===== config.mk =====
export PLATFORM = sky130hd
export DESIGN_NAME = pito_irq_arb
export DESIGN_NICKNAME = d
export VERILOG_FILES = /design/src/rtl/pito_pkg.sv /design/src/rtl/pito_rr_arbiter.sv /design/src/rtl/pito_irq_arb.sv
export SDC_FILE = /design/constraint.sdc
export NUM_CORES = 1
export LEC_CHECK = 0
export CORE_MARGIN = 10
export CORE_UTILIZATION = 49
export CTS_CLUSTER_DIAMETER = 100
export DETAILED_ROUTE_END_ITERATION = 6
export HOLD_SLACK_MARGIN = 0.05
export PLACE_DENSITY = 0.83
export SLEW_MARGIN = 20
export SYNTH_ARGS = -nofsm -noshare
export SYNTH_HDL_FRONTEND = slang
export SYNTH_SLANG_ARGS = --single-unit
export TNS_END_PERCENT = 5

===== constraint.sdc =====
create_clock -name clk -period 3.8 [get_ports clk]
set_input_delay 0.57 -clock clk [delete_from_list [all_inputs] [get_ports clk]]
set_output_delay 0.57 -clock clk [all_outputs]
set_load 0.1 [all_outputs]

===== src/rtl/pito_pkg.sv =====
`default_nettype none
// ============================================================================
//  Module      : pito_pkg
//  Description : Shared pito constants, interrupt event type and IRQ arbiter
//                FSM state encoding.
//  Revision    : 1.0 - initial release
// ============================================================================
package pito_pkg;

    localparam int          NUM_HARTS      = 8;
    localparam int          HART_CNT_WIDTH = $clog2(NUM_HARTS);
    localparam int          IRQ_MVU_INTR   = 16;
    localparam int          MIP_MVIP       = 16;
    localparam logic [31:0] MVU_INTR       = 32'h8000_0010;

    typedef struct packed {
        logic                      valid;
        logic [HART_CNT_WIDTH:0]   hart_id;
        logic [31:0]               data;
    } irq_evt_t;

    typedef enum logic {
        IRQ_ARB_IDLE,
        IRQ_ARB_OFFER
    } irq_arb_state_t;

endpackage
`default_nettype wire


===== src/rtl/pito_rr_arbiter.sv =====
`default_nettype none
// ============================================================================
//  Module      : pito_rr_arbiter
//  Description : Combinational round-robin picker: first requester at or
//                after ptr, scanning upward with wrap-around.
//  Revision    : 1.0 - initial release
// ============================================================================
module pito_rr_arbiter #(
    parameter int NUM_HARTS      = 8,
    parameter int HART_CNT_WIDTH = $clog2(NUM_HARTS)
) (
    input  logic [NUM_HARTS-1:0]      req,
    input  logic [HART_CNT_WIDTH-1:0] ptr,
    output logic [HART_CNT_WIDTH-1:0] gnt_idx,
    output logic                      gnt_any
);

    int                        w_idx;
    logic [HART_CNT_WIDTH-1:0] w_cand;

    // Scan from the farthest offset down so the nearest requester is written last.
    always_comb begin
        gnt_idx = '0;
        gnt_any = 1'b0;
        w_idx   = 0;
        w_cand  = '0;
        for (int i = NUM_HARTS - 1; i >= 0; i--) begin
            w_idx = int'(ptr) + i;
            if (w_idx >= NUM_HARTS) begin
                w_idx = w_idx - NUM_HARTS;
            end
            w_cand = HART_CNT_WIDTH'(w_idx);
            if (req[w_cand]) begin
                gnt_idx = w_cand;
                gnt_any = 1'b1;
            end
        end
    end

endmodule
`default_nettype wire


===== src/rtl/pito_irq_arb.sv =====
`default_nettype none
// ============================================================================
//  Module      : pito_irq_arb
//  Description : Per-hart MVU interrupt collector with round-robin offer of
//                one irq_evt_t at a time. Optional macro PITO_IRQ_STAMP_EN
//                replaces the event data with a captured cycle stamp.
//  Revision    : 1.0 - initial release
// ============================================================================
module pito_irq_arb
    import pito_pkg::*;
#(
    parameter int NUM_HARTS      = pito_pkg::NUM_HARTS,
    parameter int HART_CNT_WIDTH = $clog2(NUM_HARTS)
) (
    input  logic                 clk,
    input  logic                 rst_n,
    input  logic [NUM_HARTS-1:0] mvu_irq_i,
    input  logic [NUM_HARTS-1:0] mie_mvie_i,
    input  logic [NUM_HARTS-1:0] clr_i,
    output irq_evt_t             irq_o,
    input  logic                 irq_ready_i,
    output logic [NUM_HARTS-1:0] mip_mvip_o,
    output logic [NUM_HARTS-1:0] ovf_o
);

    irq_arb_state_t            r_state, w_state_nxt;
    irq_evt_t                  r_irq, w_irq_nxt;
    logic [NUM_HARTS-1:0]      r_pend, r_insvc, r_ovf;
    logic [HART_CNT_WIDTH-1:0] r_rr_ptr, r_offer_idx, w_offer_nxt;
    logic [NUM_HARTS-1:0]      w_eligible, w_hs_vec;
    logic [HART_CNT_WIDTH-1:0] w_gnt_idx;
    logic                      w_gnt_any, w_hs;
    logic [31:0]               w_evt_data;

    assign w_eligible = r_pend & mie_mvie_i & ~r_insvc;
    assign w_hs       = (r_state == IRQ_ARB_OFFER) & irq_ready_i;
    assign w_hs_vec   = w_hs ? ({{(NUM_HARTS-1){1'b0}}, 1'b1} << r_offer_idx) : '0;

    pito_rr_arbiter #(
        .NUM_HARTS      (NUM_HARTS),
        .HART_CNT_WIDTH (HART_CNT_WIDTH)
    ) u_rr (
        .req     (w_eligible),
        .ptr     (r_rr_ptr),
        .gnt_idx (w_gnt_idx),
        .gnt_any (w_gnt_any)
    );

`ifdef PITO_IRQ_STAMP_EN
    logic [30:0] r_cnt;
    logic [30:0] r_stamp [NUM_HARTS];

    always_ff @(posedge clk or negedge rst_n) begin
        if (!rst_n) begin
            r_cnt <= '0;
            for (int h = 0; h < NUM_HARTS; h++) begin
                r_stamp[h] <= '0;
            end
        end else begin
            r_cnt <= r_cnt + 31'd1;
            for (int h = 0; h < NUM_HARTS; h++) begin
                if (mvu_irq_i[h]) begin
                    r_stamp[h] <= r_cnt;
                end
            end
        end
    end

    assign w_evt_data = {1'b1, r_stamp[w_gnt_idx]};
`else
    assign w_evt_data = MVU_INTR;
`endif

    always_ff @(posedge clk or negedge rst_n) begin
        if (!rst_n) begin
            r_state <= IRQ_ARB_IDLE;
        end else begin
            r_state <= w_state_nxt;
        end
    end

    // The offer is only ever retracted by the handshake, never by mie or clr.
    always_comb begin
        w_state_nxt = r_state;
        w_irq_nxt   = r_irq;
        w_offer_nxt = r_offer_idx;
        case (r_state)
            IRQ_ARB_IDLE: begin
                if (w_gnt_any) begin
                    w_state_nxt                             = IRQ_ARB_OFFER;
                    w_irq_nxt.valid                         = 1'b1;
                    w_irq_nxt.hart_id                       = '0;
                    w_irq_nxt.hart_id[HART_CNT_WIDTH-1:0]   = w_gnt_idx;
                    w_irq_nxt.data                          = w_evt_data;
                    w_offer_nxt                             = w_gnt_idx;
                end
            end
            IRQ_ARB_OFFER: begin
                if (irq_ready_i) begin
                    w_state_nxt     = IRQ_ARB_IDLE;
                    w_irq_nxt.valid = 1'b0;
                end
            end
        endcase
    end

    always_ff @(posedge clk or negedge rst_n) begin
        if (!rst_n) begin
            r_irq       <= '0;
            r_offer_idx <= '0;
            r_rr_ptr    <= '0;
            r_pend      <= '0;
            r_insvc     <= '0;
            r_ovf       <= '0;
        end else begin
            r_irq       <= w_irq_nxt;
            r_offer_idx <= w_offer_nxt;
            r_pend      <= (r_pend & ~w_hs_vec) | mvu_irq_i;
            r_insvc     <= (r_insvc & ~clr_i) | w_hs_vec;
            r_ovf       <= (r_ovf & ~clr_i) | (mvu_irq_i & r_pend & ~w_hs_vec);
            if (w_hs) begin
                r_rr_ptr <= (r_offer_idx == HART_CNT_WIDTH'(NUM_HARTS - 1)) ? '0
                                                                            : r_offer_idx + 1'b1;
            end
        end
    end

    assign irq_o      = r_irq;
    assign mip_mvip_o = r_pend | r_insvc;
    assign ovf_o      = r_ovf;

endmodule
`default_nettype wire


-- Yosys cells after proc, flatten, opt, wreduce, memory -nomap -nowiden
Index checks and enable logic that the tools add are counted.
- add/subtract/negate cells: 16
- $lt $le $gt $ge: 16
- eq/ne operators: 3
- shift operators: 1
- multiplexer cells: 48
- bitwise operators: 16
- reduce and logical (&&, ||, !) cells: 2
- operators by type and width (cell ; count):
    $and A8 B8 Y8 ; 7
    $mux W3 ; 17
    $mux W37 ; 1
    $lt A3 B4 Y1 const B ; 8
    $or A8 B8 Y8 ; 4
    $ge A4 B4 Y1 const B ; 7
    $bmux W1 S3 ; 8
    $not A8 Y8 ; 3
    $sub A3 B1 Y3 const B ; 8
    $mux W1 ; 19
    $add A3 B3 Y4 const B ; 4
    $add A3 B2 Y4 const B ; 2
    $mux W8 ; 1
    $shl A1 B3 Y8 const A ; 1
    $add A3 B1 Y4 const B ; 1
    $ge A3 B4 Y1 const B ; 1
    $pmux W1 S2 ; 2
    $reduce_and A2 Y1 ; 2
    $add A3 B1 Y3 const B ; 1
    $eq A3 B3 Y1 const B ; 1
    $ne A2 B1 Y1 const B ; 1
    $ne A2 B2 Y1 const B ; 1
    $and A1 B1 Y1 ; 1
    $not A1 Y1 ; 1
- register bits: 33

-- Depth between registers and ports, before layout
Gate-level depths: netlist of the first run.
- depth in word-level cells: 15
- depth in mapped cells: 11

-- Cells and area by module
Synthesis of the first run repeated with hierarchy kept, for this count alone.
- cells, all modules: 246
- area, all modules: 2469.9 µm²
- modules (own cells, without submodules) (module ; instances ; cells an instance ; area each (µm²) ; sequential area each (µm²)):
    pito_irq_arb ; 1 ; 156 ; 1687.9 ; 825.8
    pito_rr_arbiter ; 1 ; 90 ; 782.0 ; 0.0

-- Least setup slack after synthesis of the first run
OpenSTA, ideal clock, no wires.
- path kind: flip-flop to flip-flop
- start: register r_rr_ptr[0]
- end: register r_offer_idx[2]
- library setup time: 0.074 ns
- arrival time: 3.052 ns
- setup slack: 0.674 ns
- stages on the path, launching flop included: 11
- path buffers: 2
- period minus slack after synthesis: 3.126 ns
- path through: dfrtp_1 > inv_2 > buf_1 > ha_1 > inv_1 > clkbuf_1 > mux4_2 > mux2i_1 > a41oi_4 > mux2_4 > o21ai_2
- longest elaborated chain between the ends: 14
- elaborated cells between the ends (all ways): 64
- RTL lines (element ; RTL line ; text):
    from (decl) ; pito_irq_arb.sv:29 ; logic [HART_CNT_WIDTH-1:0] r_rr_ptr, r_offer_idx, w_offer_nxt;
    from (signal assigned) ; pito_irq_arb.sv:122 ; r_rr_ptr <= (r_offer_idx == HART_CNT_WIDTH'(NUM_HARTS - 1)) ? '0
    $add A3 B3 Y4 ; pito_rr_arbiter.sv:28 ; w_idx = int'(ptr) + i;
    $ge A4 B4 Y1 or $sub A3 B1 Y3 (tied branches) ; pito_rr_arbiter.sv:29, pito_rr_arbiter.sv:30 ;
    $mux W3 ; pito_rr_arbiter.sv:29 ; if (w_idx >= NUM_HARTS) begin
    $bmux W1 S3 ; pito_rr_arbiter.sv:33 ; if (req[w_cand]) begin
    $mux W1 (not written as such) ; pito_rr_arbiter.sv:33 ;
    $mux W1 (8 in a row) ; pito_rr_arbiter.sv:33 ;
    $reduce_and A2 Y1 (no line) ; - ;
    to (signal assigned) ; pito_irq_arb.sv:117 ; r_offer_idx <= w_offer_nxt;
    to (decl) ; pito_irq_arb.sv:29 ;
Several ways; a longest one is shown, not always the timed one. The select of a mux whose other input is x is not followed.
A chain may end at the register's enable or synchronous reset.

-- Worst setup path after layout of the first run
- start: register r_rr_ptr[1]
- end: register r_offer_idx[2]
The elaborated chain is that of the path after synthesis.

==> impl_results.md, run 1 <==
- Relative slew slack: 32.6%
- Flop pwr share: 16.3%
- Placed cell count: 432
- Area of the mapped netlist: 2980 sq um
- Pleak: around 1.5 nW
- FFs w/ async S/R, synth: 100%
- Tcrit/Tclk final: 83.9%
- Synth warn: 0
- Yosys cell types: 55
- Via count: 2,640
- Most frequent cells in the layout: clkdlybuf4s50_1 (48), dfrtp_1 (33), conb_1 (31)
- Initial antenna violation count: 0
- Hpwl dp: 6460 microns
- Path depth of the worst reg2reg path: 9
- CTS tree: done
- Final Setup Violations: 0
- RSZ-0062 raised after global routing: false
- Drt wl/cell: 18.9 microns
- Hold path depth: 1
- Reg2Reg Setup Slack: 610 ps
- Post-CTS sizing: 0
- Int Pwr: 1.58 mW
- Family with the most delay on the worst path: multiplexers
- Final Hold Viols: 0
- Die area: 9590 sq um
- Post-CTS setup buffers: 0
- Post-synth EDFFs: 0
- Outcome: complete, no violations
- Initial Util: 50.3%
- Max Clock Freq: roughly 310 MHz
- Die width: approximately 98 microns
- Clock skew: a little under 4 ps
- First-pass GRT wire length: 13,600 microns
- Gp weighted congestion: 1.02
- Row count: 28
- Cts hold-fix bufs: 0
- Crit Reg-Reg Endpoint: r_offer_idx[2]$_DFFE_PN0P_
- DRT Pass-1 Iters: 5
- IO Count: 80
- Worst endpoint required time: 4010 ps
- Synth Instances: around 320
- Setup crit start kind: flop
- Worst-skew pair later-pin latency: 280 ps
- CP Capture Type: flop
- Synth top area share: 27.8%
- Critical setup path kind: flop to flop
- Ratio of cells with drive above 1 in the final layout: 13.4%
- Most common cell after layout, fill and taps aside: clkdlybuf4s50_1
- Synth top area cells: dfrtp_1 (28%), mux4_2 (11%), buf_4 (8.1%)
- Hold_sp: irq_o[4]$_DFFE_PN0P_
- Layout area overhead: 18.6%
- Max-Cap Viols: 0
- Clock Tree Buf Depth: 2
- Final min period: 3190 ps
- Avg Synthesized Cell Area: 9.42 sq um
- DR vias/cell: around 6
- Filler cells: a little over 500
- I/O Buffers: 48
- Top FF cell, synth: dfrtp_1
- Post-synthesis sequential area ratio: 27.8%
- Biggest cell delay along the critical path: 540 ps
- Largest net degree at the start of global routing: 34
- ANT cells: 0
- CTS Buf Count: 5
- Critical Path AT: roughly 3400 ps
- Comb pwr share: between 70% and 80%
- DR iter-0 viols: 384
- CP cell instances: inv_2 > ha_1 > xnor2_4 > mux2i_1 > nor3_1 > or4_4 > a41oi_4 > mux2_4 > o21ai_2
- Die span in y: 97.9 microns
- Clk sinks: 33
- H-tree levels: 2
- Setup TNS: 0 ps
- Maximum vdd drop: between 0.5 and 0.6 mV
- Fin nets: 399
- DRC errors left: 0
- P per Cell Area: approximately 960 nW/um^2
- Root Buffer: clkbuf_8
- Core footprint: 5920 sq um
- R2r startpoint: r_rr_ptr[1]$_DFFE_PN0P_
- Hold Path End: irq_o[4]$_DFFE_PN0P_
- Sw Share: 53.1%
- Clk pwr share: between 10 and 15%
- Worst-path clk slew: 70 ps
- Number of max-slew violations in the final report: 0
- Fin cells: 440
- Worst hold-check path type: flop to flop
- Number of global-route vias before repair: between 2,000 and 3,000
- DRT Wirelength: 8320 microns
- Psw: 1.79 mW
- Slew @ Worst Pin: 1010 ps
- Remaining global-route overflow: 0
- Flops & latches, synth: 33
- Crit path max fanout: 10
- Critical Path Slowest Stage Cell: or4_4
- Cell taking the most area after synthesis: dfrtp_1
- Post-route antenna net violation count: 0
- Worst path bufs/invs: 1
- GRT Total Usage: 16.9%
[sequential cells by signal, indices dropped and copies added (netlist names)]
register	count
r_offer_idx	3
r_pend	8
irq_o	2
r_rr_ptr	3
r_state	1
r_insvc	8
ovf_o	8
[final cells by class]
cell class	instances	area (sq um)	share of cell area, %
multi-input combinational	245	1870	53.0
sequential	33	826	23.4
timing repair buffer	55	533	15.1
tap	75	93.8	2.66
inverter	24	90.1	2.55
clock buffer	7	86.3	2.45
clock inverter	1	30.0	0.851
[synthesized netlist by cell type (3+ instances only)]
cell type / count
a21o_1: 8
a21oi_1: 5
a221oi_1: 3
and2_1: 3
and3b_1: 8
buf_4: 32
clkbuf_1: 7
dfrtp_1: 33
ha_1: 8
inv_1: 22
mux2_2: 3
mux2i_1: 19
mux4_2: 15
nand2_1: 21
nand2b_1: 3
nand3_1: 14
nand3b_1: 8
nand4_1: 3
nor2_1: 14
nor3_1: 5
o211ai_1: 3
o21ai_0: 25
o22ai_1: 6
or2_2: 9
[cells by family (layout without fill, tap and decap cells)]
kind of cell,after synthesis,in the layout,synth area share (%)
buf+inv,68,87,13.2
compound gates,67,67,15.3
mux,39,39,20.3
simple gates,98,98,18.5
other cells,1,31,0.126
fa+ha+maj,8,8,3.36
flops,33,33,27.8
xor+xnor,2,2,1.47
[layer usage]
layer | routed length (microns) | up-vias | GRT usage, %
li1 | - | 1191 | -
met1 | 3080 | 1250 | 19.3
met2 | 4020 | 174 | 27.2
met3 | 988 | 25 | 7.47
met4 | 229 | 0 | 6.49
met5 | 0 | - | 0
[worst max path at each step]
stage	start	end	slack (ps)	cells after the start
finish	r_rr_ptr[1]$_DFFE_PN0P_	r_offer_idx[2]$_DFFE_PN0P_	610	9
global route	r_rr_ptr[1]$_DFFE_PN0P_	r_offer_idx[1]$_DFFE_PN0P_	390	9
CTS	r_rr_ptr[1]$_DFFE_PN0P_	r_offer_idx[2]$_DFFE_PN0P_	620	9
detailed placement	r_rr_ptr[1]$_DFFE_PN0P_	r_offer_idx[2]$_DFFE_PN0P_	650	9
global placement	r_rr_ptr[1]$_DFFE_PN0P_	r_offer_idx[2]$_DFFE_PN0P_	750	9
floorplan	r_rr_ptr[0]$_DFFE_PN0P_	r_offer_idx[2]$_DFFE_PN0P_	670	10
[power by group through the flow]
stage          clock network [mW]  logic (mW)  registers [mW]
2_1_floorplan                   0        1.75           0.740
3_5_place_dp                    0        2.42           0.551
6_report                    0.340        2.48           0.549
4_1_cts                     0.347        2.44           0.546
3_3_place_gp                    0        2.40           0.544
5_1_grt                     0.363        2.66           0.563
[stage by stage]
step | instance area [sq um] | setup slack (ps) | power (mW) | util (%) | hold WS [ps]
finish | 3530 | 613 | 3.37 | 59.6 | 503
global route | 3530 | 389 | 3.58 | 59.6 | 514
CTS | 3530 | 619 | 3.33 | 59.6 | 502
detailed placement | 3410 | 646 | 2.97 | 57.7 | 487
global placement | 3410 | 755 | 2.94 | 57.7 | 494
floorplan | 3090 | 674 | 2.49 | - | 274
[worst register-to-register path, stage by stage (launching register included)]
cell and delay, ps:
dfrtp_1 530, inv_2 180, ha_1 300, xnor2_4 390, mux2i_1 320, nor3_1 100, or4_4 540, a41oi_4 360
mux2_4 340, o21ai_2 60
No activity file was read; power rests on OpenSTA's default activity.
==> run 2, diff against run 1 <==
CORE_UTILIZATION = 45   (was 49)
PLACE_DENSITY = 0.8   (was 0.83)
clock period = 2.8 ns   (was 3.8 ns; I/O delays follow)
==> impl_results.md, run 2 (same netlist as run 1, synthesis figures left out) <==
- Worst-skew pair later-pin latency: 290 ps
- GRT Total Usage: 15.8%
- Number of global-route vias before repair: 2,696
- DRC errors left: 0
- Ratio of cells with drive above 1 in the final layout: 26.5%
- Tcrit/Tclk final: 97.2%
- Most frequent cells in the layout: buf_4 (55), dfrtp_1 (32), conb_1 (31)
- CP Capture Type: flop
- DR iter-0 viols: between 300 and 400
- Worst-path clk slew: ~60 ps
- Setup crit start kind: flop
- Post-route cell area: approximately 3700 sq um
- Clock Tree Buf Depth: 2
- Worst endpoint required time: 3020 ps
- Global Route met3 Usage: under 10%
- Die span in y: 101 microns
- Fin nets: 427
- Largest net degree at the start of global routing: 34
- Placed cell count: ~460
- Hpwl dp: 6590 microns
- Gp weighted congestion: 0.930
- Area of the multi-input gates: 1910 sq um
- Final Hold Viols: 0
- Remaining global-route overflow: 0
- Initial antenna violation count: 0
- Max Clock Freq: 367 MHz
- Pleak: roughly 1.6 nW
- Die width: a little over 100 microns
- Critical Path AT: a little under 3000 ps
- H-tree levels: 2
- DR vias/cell: around 5.7
- M2 GR Usage: 26.0%
- Row count: 29
- Most common cell after layout, fill and taps aside: buf_4
- Cts hold-fix bufs: 0
- Initial Util: 46.6%
- Via count: 2,673
- Drt wl/cell: between 15 and 20 microns
- Layout area overhead: 24.6%
- Clock skew: 7.81 ps
- Core footprint: roughly 6400 sq um
- IO Count: 80
- Root Buffer: clkbuf_8
- P per Cell Area: about 1300 nW/um^2
- Critical setup path kind: flop to flop
- Setup TNS: 0 ps
- Crit path max fanout: 11
- Maximum vdd drop: 0.872 mV
- First-pass GRT wire length: 13,300 microns
- DRT Pass-1 Iters: 5
- Number of max-slew violations in the final report: 0
- Filler cells: approximately 560
- Dpl cell area: 3530 sq um
- ANT cells: 0
- Fin cells: 469
- Outcome: complete, no violations
- CTS Buf Count: 5
- Final min period: about 2700 ps
- CTS tree: done
- Clk sinks: 33
- Max-Cap Viols: 0
- Final Setup Violations: 0
- DRT Wirelength: ~8400 microns
- Die area: 10,300 sq um
- I/O Buffers: 48
- Reg area: 827 sq um
- Met1 Use GR: 18.8%
- Post-route antenna net violation count: 0
- Top Usage Layer GRT: met2
- Worst hold-check path type: flop to flop
-- run 2: changes by cell type in the layout (fill, tap and decap cells not counted), sizes merged --
cell,before,now
clkdlybuf4s50,48,26
buf,7,57
bufinv,1,0
-- run 2: final timing paths --
kind | start | endpoint | cells past startpoint | slack [ps]
worst max register to register | r_rr_ptr[0]$_DFFE_PN0P_ | r_offer_idx[2]$_DFFE_PN0P_ | 9 | 80
worst min register to register | irq_o[36]$_DFFE_PN0P_ | irq_o[36]$_DFFE_PN0P_ | 2 | 500
worst min-delay path | irq_o[36]$_DFFE_PN0P_ | irq_o[36]$_DFFE_PN0P_ | 2 | 500
min in group asynchronous | rst_n | ovf_o[7]$_DFF_PN0_ | 2 | 530
worst max-delay path | r_rr_ptr[0]$_DFFE_PN0P_ | r_offer_idx[2]$_DFFE_PN0P_ | 9 | 80
max in group asynchronous | rst_n | r_rr_ptr[0]$_DFFE_PN0P_ | 2 | 1950
-- run 2: what timing repair did --
action                                  CTS  global route
pin swaps                                 0             3
resized for setup                         1             7
buffers inserted                          0             7
endpoints found under the setup margin    1             2
-- run 2: final cells by class --
class,instances,area share (%)
multi-input cells,245,51.5
clock buffers,7,2.33
inverters,24,2.43
flip-flops and latches,33,22.3
well taps,77,2.60
repair buffers,83,18.9
-- run 2: layer usage --
| metal | part of all wire (%) | wire length [microns] | up-vias |
|---|---|---|---|
| met2 | 49 | 4090 | 143 |
| li1 | - | - | 1244 |
| met3 | 9.1 | 758 | 22 |
| met4 | 2.5 | 211 | 0 |
| met5 | 0 | 0 | - |
| met1 | 40 | 3310 | 1264 |
-- run 2: power by group --
part | total [mW] | leakage, nW | internal [mW] | switching (mW)
combinational | 3.86 | 1.23 | 1.64 | 2.22
clock | 0.369 | 0.0443 | 0.195 | 0.174
sequential | 0.732 | 0.373 | 0.588 | 0.144
-- run 2: stage by stage --
stage | hold WS, ps | worst slack (ps) | total power [mW] | util (%)
after CTS | 510 | 24.3 | 4.76 | 56.7
after floorplan | 124 | 38.2 | 3.44 | -
after global placement | 489 | 23.8 | 4.31 | 55.3
after global routing | 536 | -21.6 | 5.26 | 58.0
after detailed placement | 496 | -85.9 | 4.38 | 55.3
final | 503 | 78.0 | 4.96 | 58.0
-- run 2: worst max-delay path, cell delays in order, from the launching register on --
cell and delay [ps]:
dfrtp_2 440, ha_1 260, xnor2_2 140, buf_6 180, mux2i_2 260, nor3_1 100
or4_4 560, a41oi_4 310, mux2_4 330, o21ai_2 50
